[src/rtl/cfs_md_arbiter.sv]
// Round-robin arbiter that multiplexes NUM_REQ MD requester ports onto one
// shared MD master port. A grant is held until the transfer completes or
// the granted requester drops valid early. An early drop sets a sticky
// protocol-error flag.
module cfs_md_arbiter #(
    parameter int unsigned DATA_WIDTH = 32,
    parameter int unsigned NUM_REQ    = 2,
    localparam int unsigned OFFSET_WIDTH = (DATA_WIDTH / 8 > 1) ? $clog2(DATA_WIDTH / 8) : 1,
    localparam int unsigned SIZE_WIDTH   = $clog2(DATA_WIDTH / 8) + 1,
    localparam int unsigned GID_WIDTH    = (NUM_REQ > 1) ? $clog2(NUM_REQ) : 1
) (
    input  logic                            clk,
    input  logic                            reset_n,
    // requester side
    input  logic [NUM_REQ-1:0]              s_valid,
    input  logic [NUM_REQ*DATA_WIDTH-1:0]   s_data,
    input  logic [NUM_REQ*OFFSET_WIDTH-1:0] s_offset,
    input  logic [NUM_REQ*SIZE_WIDTH-1:0]   s_size,
    output logic [NUM_REQ-1:0]              s_ready,
    output logic [NUM_REQ-1:0]              s_err,
    // shared master side
    output logic                            m_valid,
    output logic [DATA_WIDTH-1:0]           m_data,
    output logic [OFFSET_WIDTH-1:0]         m_offset,
    output logic [SIZE_WIDTH-1:0]           m_size,
    input  logic                            m_ready,
    input  logic                            m_err,
    // status
    output logic [GID_WIDTH-1:0]            grant_id,
    output logic                            busy,
    output logic                            proto_err
);

    typedef enum logic [0:0] {StIdle, StGrant} state_e;

    state_e               state_q, state_d;
    logic [GID_WIDTH-1:0] grant_id_q, grant_id_d;
    logic [GID_WIDTH-1:0] last_grant_q, last_grant_d;
    logic                 proto_err_q, proto_err_d;
    logic [GID_WIDTH-1:0] winner;

    // Round-robin search starting one past the last completed grant.
    always_comb begin
        logic found;
        int   idx;
        found  = 1'b0;
        winner = last_grant_q;
        idx    = 0;
        for (int k = 1; k <= int'(NUM_REQ); k++) begin
            idx = (int'(last_grant_q) + k) % int'(NUM_REQ);
            if (!found && s_valid[idx[GID_WIDTH-1:0]]) begin
                found  = 1'b1;
                winner = idx[GID_WIDTH-1:0];
            end
        end
    end

    // Next-state logic: grant on any request, release on completion or early drop.
    always_comb begin
        state_d      = state_q;
        grant_id_d   = grant_id_q;
        last_grant_d = last_grant_q;
        proto_err_d  = proto_err_q;
        unique case (state_q)
            StIdle: begin
                if (|s_valid) begin
                    grant_id_d = winner;
                    state_d    = StGrant;
                end
            end
            StGrant: begin
                if (s_valid[grant_id_q] && m_ready) begin
                    last_grant_d = grant_id_q;
                    state_d      = StIdle;
                end else if (!s_valid[grant_id_q]) begin
                    // Valid withdrawn without a handshake: abandon the grant.
                    proto_err_d  = 1'b1;
                    last_grant_d = grant_id_q;
                    state_d      = StIdle;
                end
            end
            default: state_d = StIdle;
        endcase
    end

    // State registers; reset leaves last_grant at the top so requester 0 wins first.
    always_ff @(posedge clk or negedge reset_n) begin
        if (!reset_n) begin
            state_q      <= StIdle;
            grant_id_q   <= '0;
            last_grant_q <= GID_WIDTH'(NUM_REQ - 1);
            proto_err_q  <= 1'b0;
        end else begin
            state_q      <= state_d;
            grant_id_q   <= grant_id_d;
            last_grant_q <= last_grant_d;
            proto_err_q  <= proto_err_d;
        end
    end

    // Output mux: the granted requester is connected straight through while in GRANT.
    always_comb begin
        m_valid  = 1'b0;
        s_ready  = '0;
        s_err    = '0;
        m_data   = s_data[grant_id_q*DATA_WIDTH +: DATA_WIDTH];
        m_offset = s_offset[grant_id_q*OFFSET_WIDTH +: OFFSET_WIDTH];
        m_size   = s_size[grant_id_q*SIZE_WIDTH +: SIZE_WIDTH];
        if (state_q == StGrant) begin
            m_valid             = s_valid[grant_id_q];
            s_ready[grant_id_q] = m_ready;
            s_err[grant_id_q]   = m_err & m_ready;
        end
    end

    assign grant_id  = grant_id_q;
    assign busy      = (state_q == StGrant);
    assign proto_err = proto_err_q;

endmodule

[config.mk]
export PLATFORM = sky130hd
export DESIGN_NAME = cfs_md_arbiter
export DESIGN_NICKNAME = d
export VERILOG_FILES = /design/src/rtl/cfs_md_arbiter.sv
export SDC_FILE = /design/constraint.sdc
export NUM_CORES = 1
export LEC_CHECK = 0
export ABC_AREA = 1
export BUFFER_PORTS_ARGS = -buffer_cell sky130_fd_sc_hd__buf_2
export CAP_MARGIN = 10
export CORE_ASPECT_RATIO = 1.4
export CORE_MARGIN = 1.5
export CORE_UTILIZATION = 24
export CTS_CLUSTER_SIZE = 25
export DETAILED_ROUTE_END_ITERATION = 8
export PLACE_DENSITY = 0.84
export SLEW_MARGIN = 30
export SYNTH_ARGS = -nofsm -noshare
export SYNTH_HDL_FRONTEND = slang
export SYNTH_SLANG_ARGS = --single-unit
export TNS_END_PERCENT = 100
[constraint.sdc]
create_clock -name clk -period 0.85 [get_ports clk]
set_input_delay 0.085 -clock clk [delete_from_list [all_inputs] [get_ports clk]]
set_output_delay 0.085 -clock clk [all_outputs]
set_load 0.01 [all_outputs]
# Yosys cells after proc, flatten, opt, wreduce, memory -nomap -nowiden
# Index checks and enable logic that the tools add are counted.
# op_classes
add_sub_neg	2
multipliers	1
div_mod_pow	0
magnitude_cmp	4
n_eq_ne	1
shift	3
n_mux	20
bitwise_logic	6
reduce_logical	8
# ops
op	n
$shiftx A64 B7 Y32	1
$mux W1	16
$lt A1 B2 Y1 const B	3
$shiftx A6 B4 Y3	1
$and A2 B2 Y2	2
$mux W2	2
$reduce_and A2 Y1	2
$shiftx A4 B3 Y2	1
$logic_and A1 B1 Y1	3
$mul A1 B2 Y3 const B	1
$not A1 Y1	3
$reduce_and A3 Y1	1
$add A1 B1 Y1 const B	2
$ne A2 B1 Y1 const B	1
$pmux W1 S2	1
$reduce_or A2 Y1	1
$and A1 B1 Y1	1
$demux W1 S1	1
$ge A1 B1 Y1 const B	1
$logic_not A1 Y1	1
# totals
regBits	4
latchBits	0
ramBits	0
romBits	0
inputBits	80
out_inout_bits	45
wordCells	49
n_memories	0

# Longest topological paths before layout
# Gate-level depths: netlist of the first run.
# depth
ltp_word	7
ltp_mapped	6
ltp_nobuf	5

# Worst setup path before layout of the first run
# No wires, ideal clock.
# synth_path
path_type	register to output
start	register grant_id_q (netlist: grant_id)
end	output s_err[0]
arrival_time_ns	1.014
required_ns	0.765
slack_ns	-0.249
path_stages_with_launch	4
n_path_buf	2
path_cell_list	dfrtp_1 buf_6 buf_2 nor3_1
# synth_between
elab_chain_cells	6
word_cells_on_any_way	7
classes_between	order compare (2); mux (3); bitwise (1); reduce/logical (1)
# synth_rtl
element	line_no	source
from (decl)	37	logic [GID_WIDTH-1:0] grant_id_q, grant_id_d;
from (signal assigned)	95	grant_id_q <= grant_id_d;
$lt A1 B2 Y1 (not written as such) / $ge A1 B1 Y1 (equally long branches)	112	s_err[grant_id_q] = m_err & m_ready;
$logic_and A1 B1 Y1 (not written as such)	112	
$mux W1 (not written as such)	112	
$demux W1 S1 (*)	112	
$and A2 B2 Y2 (no line) (*)	n/a	
$mux W2 (*)	109	if (state_q == StGrant) begin
to (decl)	20	output logic [NUM_REQ-1:0] s_err,
# Every way passes the cells marked *; elsewhere a longest branch is shown, timed or not.

# Final worst setup path of the first run
# layout_path
start	register grant_id_q (netlist: grant_id)
end	output m_data[30]
# layout_between
elab_chain_cells	1
# layout_rtl
element	line_no	source
$shiftx A64 B7 Y32	106	m_data = s_data[grant_id_q*DATA_WIDTH +: DATA_WIDTH];
to (decl)	23	output logic [DATA_WIDTH-1:0] m_data,
# No other way between the ends.

==> flow_summary.json, run 1 <==
{
  "grt_pass1_vias": 1197,
  "grt_max_degree": 22,
  "ant_nets": 0,
  "die_y_um": 66.7,
  "syn-num-nets": 230,
  "first_pass_iters": 4,
  "max_freq_ghz": 0.767,
  "synth-warning-count": 0,
  "drive_gt1_share_pct": 57.7,
  "syn_area_um2": 696,
  "io_pins": 125,
  "power_density_nw_per_um2": 2870,
  "clock-skew-final_ns": 0.00811,
  "core_um2": 2700,
  "layout_setup_ws_ns": -0.453,
  "hold_class": "in2reg",
  "finalSetupViolations": 48,
  "gr-usage-met2_pct": 36.5,
  "max_cap_violations": 0,
  "rsz0062_at_grt": "yes",
  "viasPerCell": 4.32,
  "drc": 0,
  "synth_cell_types": 14,
  "antenna_cells": 0,
  "hold_viol": 0,
  "std_cell_rows": 22,
  "worstSetupPathType": "reg2out",
  "synthToLayoutAreaGrowth_pct": 134,
  "clk_latency_ns": 0.24,
  "grt_pass1_wl_mm": 4.62,
  "htree_levels": 1,
  "cp-end-kind": "output port",
  "initial_utilization_pct": 25.8,
  "synth_top_area_share_pct": 65.3,
  "antenna_found_initial": 0,
  "ys_top_cells_by_area": "nand2_1 (65%), dfrtp_1 (11%), buf_6 (4.9%)",
  "grt_most_used_layer": "met2",
  "dp_hpwl_mm": 2.34,
  "cp.arrival_ns": 1.22,
  "grtUsageMet3_pct": 4.93,
  "clk_pin_slew_ns": 0.04,
  "violations": "negative setup slack",
  "track_usage_pct": 18.0,
  "synthCells": 150,
  "cellLeakagePower_nw": 1.06,
  "drt-total-wl_mm": 2.97,
  "final_util_pct": 60.3,
  "yosys.area.top_type": "nand2_1",
  "syn_area_per_cell_um2": 4.64,
  "cts-buffers-inserted": 3,
  "drt-wirelength-per-cell_um": 9.36,
  "irDropWorstVdd_mv": 1.81,
  "grt_overflow_total": 0,
  "place.gp.congestion": 0.833,
  "yosysSeqAreaShare_pct": 14.6,
  "ys_ff_latch": 4,
  "cts_tree": "done",
  "crit_path_start_kind": "flip-flop",
  "drtIter0Drc": 9,
  "worstMarginPinSlew_ns": 0.186,
  "die_area_um2": 3240,
  "place_ws_ns": -0.253,
  "cts.sinks": 4,
  "status": "complete, but fails checks",
  "io_buffers": 124,
  "die_w_um": 48.5,
  "finalCritPeriodShare_pct": 153,
  "power_mw": 4.67,
  "cts_buffer_depth": 2,
  "slew_viol_final": 0,
  "min_period_ns": 1.30,
  "critPathRequiredTime_ns": 0.76,
  "grt_util_met1_pct": 15.4,
  "design.final.nets": 362,
  "root_buffer": "clkbuf_4",
  "slew_headroom_pct": 87.6,
  "path_max_fanout": 21,
  "num_vias": 1369
}
==> layout by cell type (no fill, tap or decap) <==
| cell | n |
|---|---|
| inv_4 | 2 |
| buf_2 | 114 |
| buf_12 | 3 |
| a21oi_2 | 1 |
| nand2_2 | 12 |
| nand3_2 | 1 |
| nand2_8 | 1 |
| nand3_1 | 2 |
| o211ai_1 | 1 |
| clkbuf_4 | 3 |
| dfstp_2 | 1 |
| inv_1 | 3 |
| nand3b_1 | 1 |
| dfrtp_1 | 2 |
| nand2_1 | 108 |
| buf_6 | 15 |
| o21ai_2 | 1 |
| dfrtp_2 | 1 |
| nor2_4 | 2 |
| buf_4 | 3 |
| dlygate4sd3_1 | 1 |
| clkbuf_1 | 1 |
| nor3_2 | 2 |
==> synth_stat cells <==
cell	number
a21oi_1	1
buf_6	3
o211ai_1	1
nor2_1	2
o21ai_0	1
buf_2	6
nand2_1	121
dfstp_2	1
inv_2	1
nor3_1	2
inv_1	4
nand3_1	3
dfrtp_1	3
nand3b_1	1
==> stage by stage <==
stage	setup TNS [ns]	hold WS, ns	instances	instance area [um2]
finish	-18.36	0.101	317	1630
global route	-21.39	0.113	317	1630
CTS	-18.54	0.0914	316	1600
detailed placement	-9.02	-0.109	310	1460
global placement	-8.05	-0.109	310	1460
floorplan	-6.49	-0.211	150	754
==> flip-flops by register name, summed over array words and instances, names as in the netlist <==
register	flops
busy	1
grant_id	1
last_grant_q	1
proto_err	1
==> cell families after synthesis <==
logic type / share of synthesized area, %
AOI/OAI and AO/OA: 2.52
buffers and inverters: 11.9
DFF: 14.6
and+or+nand+nor: 71.0
==> power by group <==
part           switching, mW  leakage, nW  internal [mW]
sequential            0.0866       0.0420          0.276
clock                 0.0836       0.0150          0.176
combinational           2.11         1.00           1.93
total                   2.28         1.06           2.39
==> critical path: stages (launching register included) <==
cell and delay, ns:
dfrtp_2 0.45, inv_4 0.12, buf_12 0.16, nand2_1 0.08
nand2_2 0.05, buf_2 0.12
==> timing repair <==
item,CTS,global route
hold endpoints to repair,4,0
buffers inserted,1,1
endpoints found under the setup margin,48,48
resized for setup,22,3
hold buffers,1,0
==> routing by layer <==
| layer | routed length, um | share of wire, % | vias to the layer above |
|---|---|---|---|
| met3 | 324 | 11 | 6 |
| li1 | - | - | 709 |
| met1 | 1040 | 35 | 560 |
| met2 | 1550 | 52 | 94 |
| met4 | 59 | 2.0 | 0 |
| met5 | 0 | 0 | - |
==> path summary, 6_finish.rpt <==
kind,from,end,slack [ns],depth (start not counted)
setup / recovery,grant_id$_DFFE_PN0P_,m_data[30],-0.45,5
hold / removal,s_valid[0],busy$_DFF_PN0_,0.10,3
setup reg to reg,grant_id$_DFFE_PN0P_,last_grant_q$_DFFE_PN1P_,-0.15,5
hold reg to reg,proto_err$_DFFE_PN0P_,proto_err$_DFFE_PN0P_,0.47,2
max in group asynchronous,reset_n,last_grant_q$_DFFE_PN1P_,0.45,2
min in group asynchronous,reset_n,busy$_DFF_PN0_,0.18,2
==> area by class of cell <==
class	instances	area (um2)
multi-input cells	132	596
inverters	5	23.8
flip-flops and latches	4	103
well taps	36	45.0
fillers	250	1070
repair buffers	136	832
clock buffers	4	26.3
Note: power is estimated with default switching activity, not from simulation.
==> run 2, diff against run 1 <==
--- a/config.mk
+++ b/config.mk
@@ -8,9 +8,11 @@
 export ABC_AREA = 1
 export BUFFER_PORTS_ARGS = -buffer_cell sky130_fd_sc_hd__buf_2
 export CAP_MARGIN = 10
+export CELL_PAD_IN_SITES_DETAIL_PLACEMENT = 1
+export CELL_PAD_IN_SITES_GLOBAL_PLACEMENT = 1
 export CORE_ASPECT_RATIO = 1.4
-export CORE_MARGIN = 1.5
-export CORE_UTILIZATION = 24
+export CORE_MARGIN = 5
+export CORE_UTILIZATION = 12
 export CTS_CLUSTER_SIZE = 25
 export DETAILED_ROUTE_END_ITERATION = 8
 export PLACE_DENSITY = 0.84
==> run 2 against run 1 <==
Net effect:
- the run still ends with negative setup slack left
- combinational power is 15% higher
- clock-buffer cell count stayed put
- power increased by 18%
- highest routed layer is now met5
- cell area grew 10%
- largest cell class unchanged
==> flow_summary.json, run 2 (synthesis results as in run 1) <==
{
  "grt_overflow_total": 0,
  "drt-total-wl_mm": 4.51,
  "cts_tree": "done",
  "cts.sinks": 4,
  "cp.arrival_ns": 1.24,
  "power_density_nw_per_um2": 3070,
  "regToRegSetupSlack_ns": -0.12,
  "drc": 0,
  "track_usage_pct": 12.0,
  "irDropWorstVdd_mv": 1.21,
  "hold_slack_ns": 0.153,
  "path_max_fanout": 9,
  "slew_headroom_pct": 86.7,
  "final_cells": 352,
  "root_buffer": "clkbuf_8",
  "holdPathStages": 3,
  "htree_levels": 1,
  "die_area_um2": 7440,
  "die_w_um": 74.4,
  "dp_cells": 344,
  "top_layer_used": "met5",
  "viasPerCell": 4.15,
  "initial_utilization_pct": 12.5,
  "r2r_cells": 5,
  "layout_setup_ws_ns": -0.475,
  "synthToLayoutAreaGrowth_pct": 157,
  "status": "complete, but fails checks",
  "cellLeakagePower_nw": 1.11,
  "violations": "negative setup slack",
  "drive_gt1_share_pct": 60.9,
  "crit_path_start_kind": "flip-flop",
  "hold_class": "in2reg",
  "cts_buffer_depth": 2,
  "slew_viol_final": 0,
  "grt_pass1_wl_mm": 7.00,
  "drt-met1-wl_mm": 1.34,
  "startpoint": "grant_id$_DFFE_PN0P_",
  "critPathRequiredTime_ns": 0.76,
  "layout_commonest_cell": "buf_2",
  "num_vias": 1462,
  "ant_nets": 0,
  "final_util_pct": 32.2,
  "antenna_found_initial": 1,
  "timing.rr.start": "grant_id$_DFFE_PN0P_",
  "finalCritPeriodShare_pct": 156,
  "layout_common_cells": "buf_2 (105), nand2_1 (100), buf_6 (23)",
  "hold_start": "m_ready",
  "clk_latency_ns": 0.22,
  "place_area_um2": 1500,
  "finalSetupTns_ns": -18.04,
  "core_um2": 5570,
  "worstSetupPathType": "reg2out",
  "clk_pin_slew_ns": 0.03,
  "whs_endpoint": "busy$_DFF_PN0_",
  "dp_hpwl_mm": 3.85,
  "first_pass_iters": 2,
  "finalSetupViolations": 48,
  "cts-buffers-inserted": 3,
  "max_freq_ghz": 0.755,
  "antenna_cells": 0,
  "fill_cells": 751,
  "wl_met2_mm": 2.47,
  "clock-skew-final_ns": 0.000656,
  "dr_wl_met3_um": 570,
  "min_period_ns": 1.33,
  "io_buffers": 124,
  "place.gp.congestion": 0.724,
  "reg2reg_to": "busy$_DFF_PN0_",
  "drt-wirelength-per-cell_um": 12.8,
  "rsz0062_at_grt": "yes",
  "io_pins": 125,
  "grt_max_degree": 19,
  "final_cell_area_um2": 1790,
  "grt_pass1_vias": 1613,
  "max_cap_violations": 0,
  "drtIter0Drc": 8,
  "std_cell_rows": 32,
  "cp-end-kind": "output port",
  "hold_viol": 0,
  "worstMarginPinSlew_ns": 0.199,
  "die_y_um": 100,
  "design.final.nets": 365
}
==> run 2: changes by cell type in the layout (fill, tap and decap cells not counted), moves of 2 or more <==
cell and delta:
buf_4 +3, buf_2 -9, clkbuf_4 -3, nand2_1 -8, buf_6 +8, nand2_2 +9, inv_4 -2, clkbuf_8 +3
==> run 2: area by class of cell <==
| class | instances | area, um2 | area share (%) |
|---|---|---|---|
| Multi-Input combinational cell | 132 | 598 | 33.4 |
| Timing Repair Buffer | 139 | 932 | 52.1 |
| Inverter | 5 | 26.3 | 1.47 |
| Sequential cell | 4 | 104 | 5.80 |
| Clock buffer | 4 | 45.0 | 2.52 |
| Tap cell | 68 | 85.1 | 4.75 |
==> run 2: worst max path at each step <==
stage                  to
2_1_floorplan  m_data[16]
3_3_place_gp   m_data[22]
3_5_place_dp   m_data[26]
4_1_cts         m_data[7]
5_1_grt          s_err[0]
6_report         s_err[0]
==> run 2: worst max-delay path, cell delays in order (launching register included) <==
cell and delay (ns):
dfrtp_2 0.47, buf_4 0.20, nor3_2 0.18, buf_2 0.16
==> run 2: layer usage <==
| metal | track usage, % | vias up |
|---|---|---|
| met4 | 4.93 | 2 |
| met1 | 10.5 | 656 |
| met5 | 0 | - |
| met2 | 23.5 | 80 |
| met3 | 4.31 | 11 |
| li1 | - | 713 |
==> run 2: where the power goes <==
group          leakage (nW)  internal [mW]  switching, mW
clock network        0.0228          0.322          0.122
logic                  1.05           2.32           2.33
registers            0.0409          0.280          0.111
==> run 2: timing repair <==
action	CTS	global route
gates resized for setup	18	24
hold buffers	1	0
endpoints found under the setup margin	48	48
pin swaps	0	0
cloned	1	1
setup buffers	2	0
hold endpoints to repair	4	0
==> run 2: through the flow <==
stage          power [mW]  setup WS (ns)
6_report             5.49         -0.475
5_1_grt              5.99         -0.511
4_1_cts              5.14         -0.456
3_5_place_dp         4.10         -0.257
3_3_place_gp         4.00         -0.220
2_1_floorplan        2.44         -0.193
==> run 3, diff against run 2 <==
--- a/config.mk
+++ b/config.mk
@@ -5,14 +5,13 @@
 export SDC_FILE = /design/constraint.sdc
 export NUM_CORES = 1
 export LEC_CHECK = 0
-export ABC_AREA = 1
 export BUFFER_PORTS_ARGS = -buffer_cell sky130_fd_sc_hd__buf_2
 export CAP_MARGIN = 10
 export CELL_PAD_IN_SITES_DETAIL_PLACEMENT = 1
 export CELL_PAD_IN_SITES_GLOBAL_PLACEMENT = 1
 export CORE_ASPECT_RATIO = 1.4
 export CORE_MARGIN = 5
-export CORE_UTILIZATION = 12
+export CORE_UTILIZATION = 17
 export CTS_CLUSTER_SIZE = 25
 export DETAILED_ROUTE_END_ITERATION = 8
 export PLACE_DENSITY = 0.84
==> run 3 against run 2 <==
Net effect:
- the run still ends with negative setup slack left
- clock-buffer cell count unchanged
- cell count shrank 26%
- wire length fell by 0.71%
- die area fell by 13%
- utilization rose by 6.2 points
- cell area increased by 3.0%
- worst setup slack worse by 0.10 ns
- flip-flop and latch count unchanged
- via count is 25% lower
- sequential share of layout area down 0.24 points
- global-route usage up 1.6 points
- largest power group unchanged
- highest routed layer is now met4
==> flow_summary.json, run 3 <==
{
  "ys_ff_latch": 4,
  "synth_edf_count": 0,
  "antenna_cells": 0,
  "syn_area_per_cell_um2": 13.1,
  "htree_levels": 1,
  "synth-main-ff-cell": "dfrtp_1",
  "design.final.nets": 276,
  "clk_pin_slew_ns": 0.03,
  "cts_tree": "done",
  "grt_overflow_total": 0,
  "grt_max_degree": 25,
  "place_area_um2": 1540,
  "power_mw": 4.87,
  "worstMarginPinSlew_ns": 0.186,
  "power_density_nw_per_um2": 2640,
  "yosys.area.top_type": "mux2_4",
  "root_buffer": "clkbuf_8",
  "syn_area_um2": 838,
  "io_pins": 125,
  "cts.sinks": 4,
  "clock-skew-final_ns": 0.000654,
  "hold_viol": 0,
  "layout_setup_ws_ns": -0.577,
  "clk_latency_ns": 0.21,
  "finalCritPeriodShare_pct": 168,
  "min_period_ns": 1.43,
  "hold_slack_ns": 0.138,
  "dp_hpwl_mm": 3.47,
  "drt-total-wl_mm": 4.47,
  "finalSetupTns_ns": -22.48,
  "grt_pass1_wl_mm": 6.96,
  "finalSetupViolations": 48,
  "die_area_um2": 6460,
  "initial_utilization_pct": 17.4,
  "ys_top_cells_by_count": "mux2_4 (33), mux2_2 (4), buf_12 (3), dfrtp_1 (3)",
  "std_cell_rows": 30,
  "viasPerCell": 4.24,
  "final_cell_area_um2": 1840,
  "status": "complete, but fails checks",
  "slew_viol_final": 0,
  "synth-warning-count": 0,
  "worstSetupPathType": "reg2out",
  "cts-buffers-inserted": 3,
  "layout_commonest_cell": "buf_2",
  "antenna_found_initial": 0,
  "yosysMostFrequentCell": "mux2_4",
  "cp.arrival_ns": 1.34,
  "syn-num-nets": 144,
  "irDropWorstVdd_mv": 1.45,
  "max_cap_violations": 0,
  "track_usage_pct": 13.6,
  "path_max_fanout": 24,
  "rsz0062_at_grt": "yes",
  "synth_top_area_share_pct": 59.1,
  "num_vias": 1099,
  "regToRegSetupSlack_ns": -0.23,
  "die_y_um": 93.1,
  "core_um2": 4800,
  "synth-async-reset-ratio_pct": 100,
  "ys_top_cells_by_area": "mux2_4 (59%), dfrtp_1 (9.0%), buf_12 (7.2%)",
  "violations": "negative setup slack",
  "layout_common_cells": "buf_2 (90), mux2_4 (36), buf_6 (36)",
  "cellLeakagePower_nw": 1.03,
  "yosysSeqAreaShare_pct": 12.1,
  "drc": 0,
  "critPathRequiredTime_ns": 0.76,
  "place.gp.congestion": 0.873,
  "synth_cell_types": 21,
  "io_buffers": 124,
  "first_pass_iters": 4,
  "ant_nets": 0,
  "hold_class": "in2reg",
  "cts_buffer_depth": 2,
  "grt_pass1_vias": 1229,
  "max_freq_ghz": 0.701,
  "slew_headroom_pct": 87.6,
  "synthToLayoutAreaGrowth_pct": 120,
  "crit_path_start_kind": "flip-flop",
  "drt-wirelength-per-cell_um": 17.3,
  "drtIter0Drc": 14,
  "die_w_um": 69.4,
  "drive_gt1_share_pct": 91.3,
  "cp-end-kind": "output port",
  "synthCells": 64
}
run 3: routing by layer:
layer	GRT usage [%]	wire length, um
met5	0	0
met1	12.8	1460
met3	4.95	437
met4	2.61	83
met2	27.5	2500
run 3: path summary, 6_finish.rpt:
kind	start	to	depth (start not counted)
min in group asynchronous	reset_n	grant_id$_DFFE_PN0P_	2
min	m_ready	busy$_DFF_PN0_	2
max	grant_id$_DFFE_PN0P_	m_data[26]	3
min reg2reg	proto_err$_DFFE_PN0P_	proto_err$_DFFE_PN0P_	1
max reg2reg	grant_id$_DFFE_PN0P_	proto_err$_DFFE_PN0P_	3
max in group asynchronous	reset_n	last_grant_q$_DFFE_PN1P_	2
run 3: power breakdown:
group	switching [mW]	total, mW	internal [mW]
logic	1.60	4.09	2.49
clock network	0.101	0.422	0.321
registers	0.0756	0.350	0.275
run 3: cells by family (layout without fill, tap and decap cells):
| kind of cell | count (synthesis) | after routing | share of synthesized area, % |
|---|---|---|---|
| AOI/OAI and AO/OA | 4 | 4 | 3.43 |
| buffers and inverters | 6 | 137 | 10.3 |
| DFF | 4 | 4 | 12.1 |
| muxes | 38 | 38 | 65.7 |
| and+or+nand+nor | 12 | 12 | 8.51 |
run 3: worst max-delay path, cell delays in order, from the launching register on:
cell and delay (ns):
dfrtp_2 0.42, buf_12 0.22, mux2_4 0.32, buf_2 0.15
run 3: metrics by stage:
step	instances	utilization, %	setup WS (ns)
final	259	38.4	-0.577
after CTS	259	38.1	-0.570
after floorplan	64	-	-0.253
after global placement	254	32.1	-0.323
after global routing	259	38.4	-0.609
after detailed placement	254	32.1	-0.338
run 3: area by class of cell:
type | instances | area [um2]
Fill cell | 569 | 2960
Timing Repair Buffer | 132 | 928
Multi-Input combinational cell | 54 | 684
Sequential cell | 4 | 103
Tap cell | 64 | 80.1
Clock buffer | 4 | 45.0
Inverter | 1 | 3.75
run 3: what timing repair did:
item / CTS / global route
setup endpoints to repair: 48 / 48
endpoints found under the hold margin: 4 / 0
resized for setup: 40 / 4
hold buffers: 1 / 0
buffers inserted: 0 / 0
pin swaps: 0 / 1
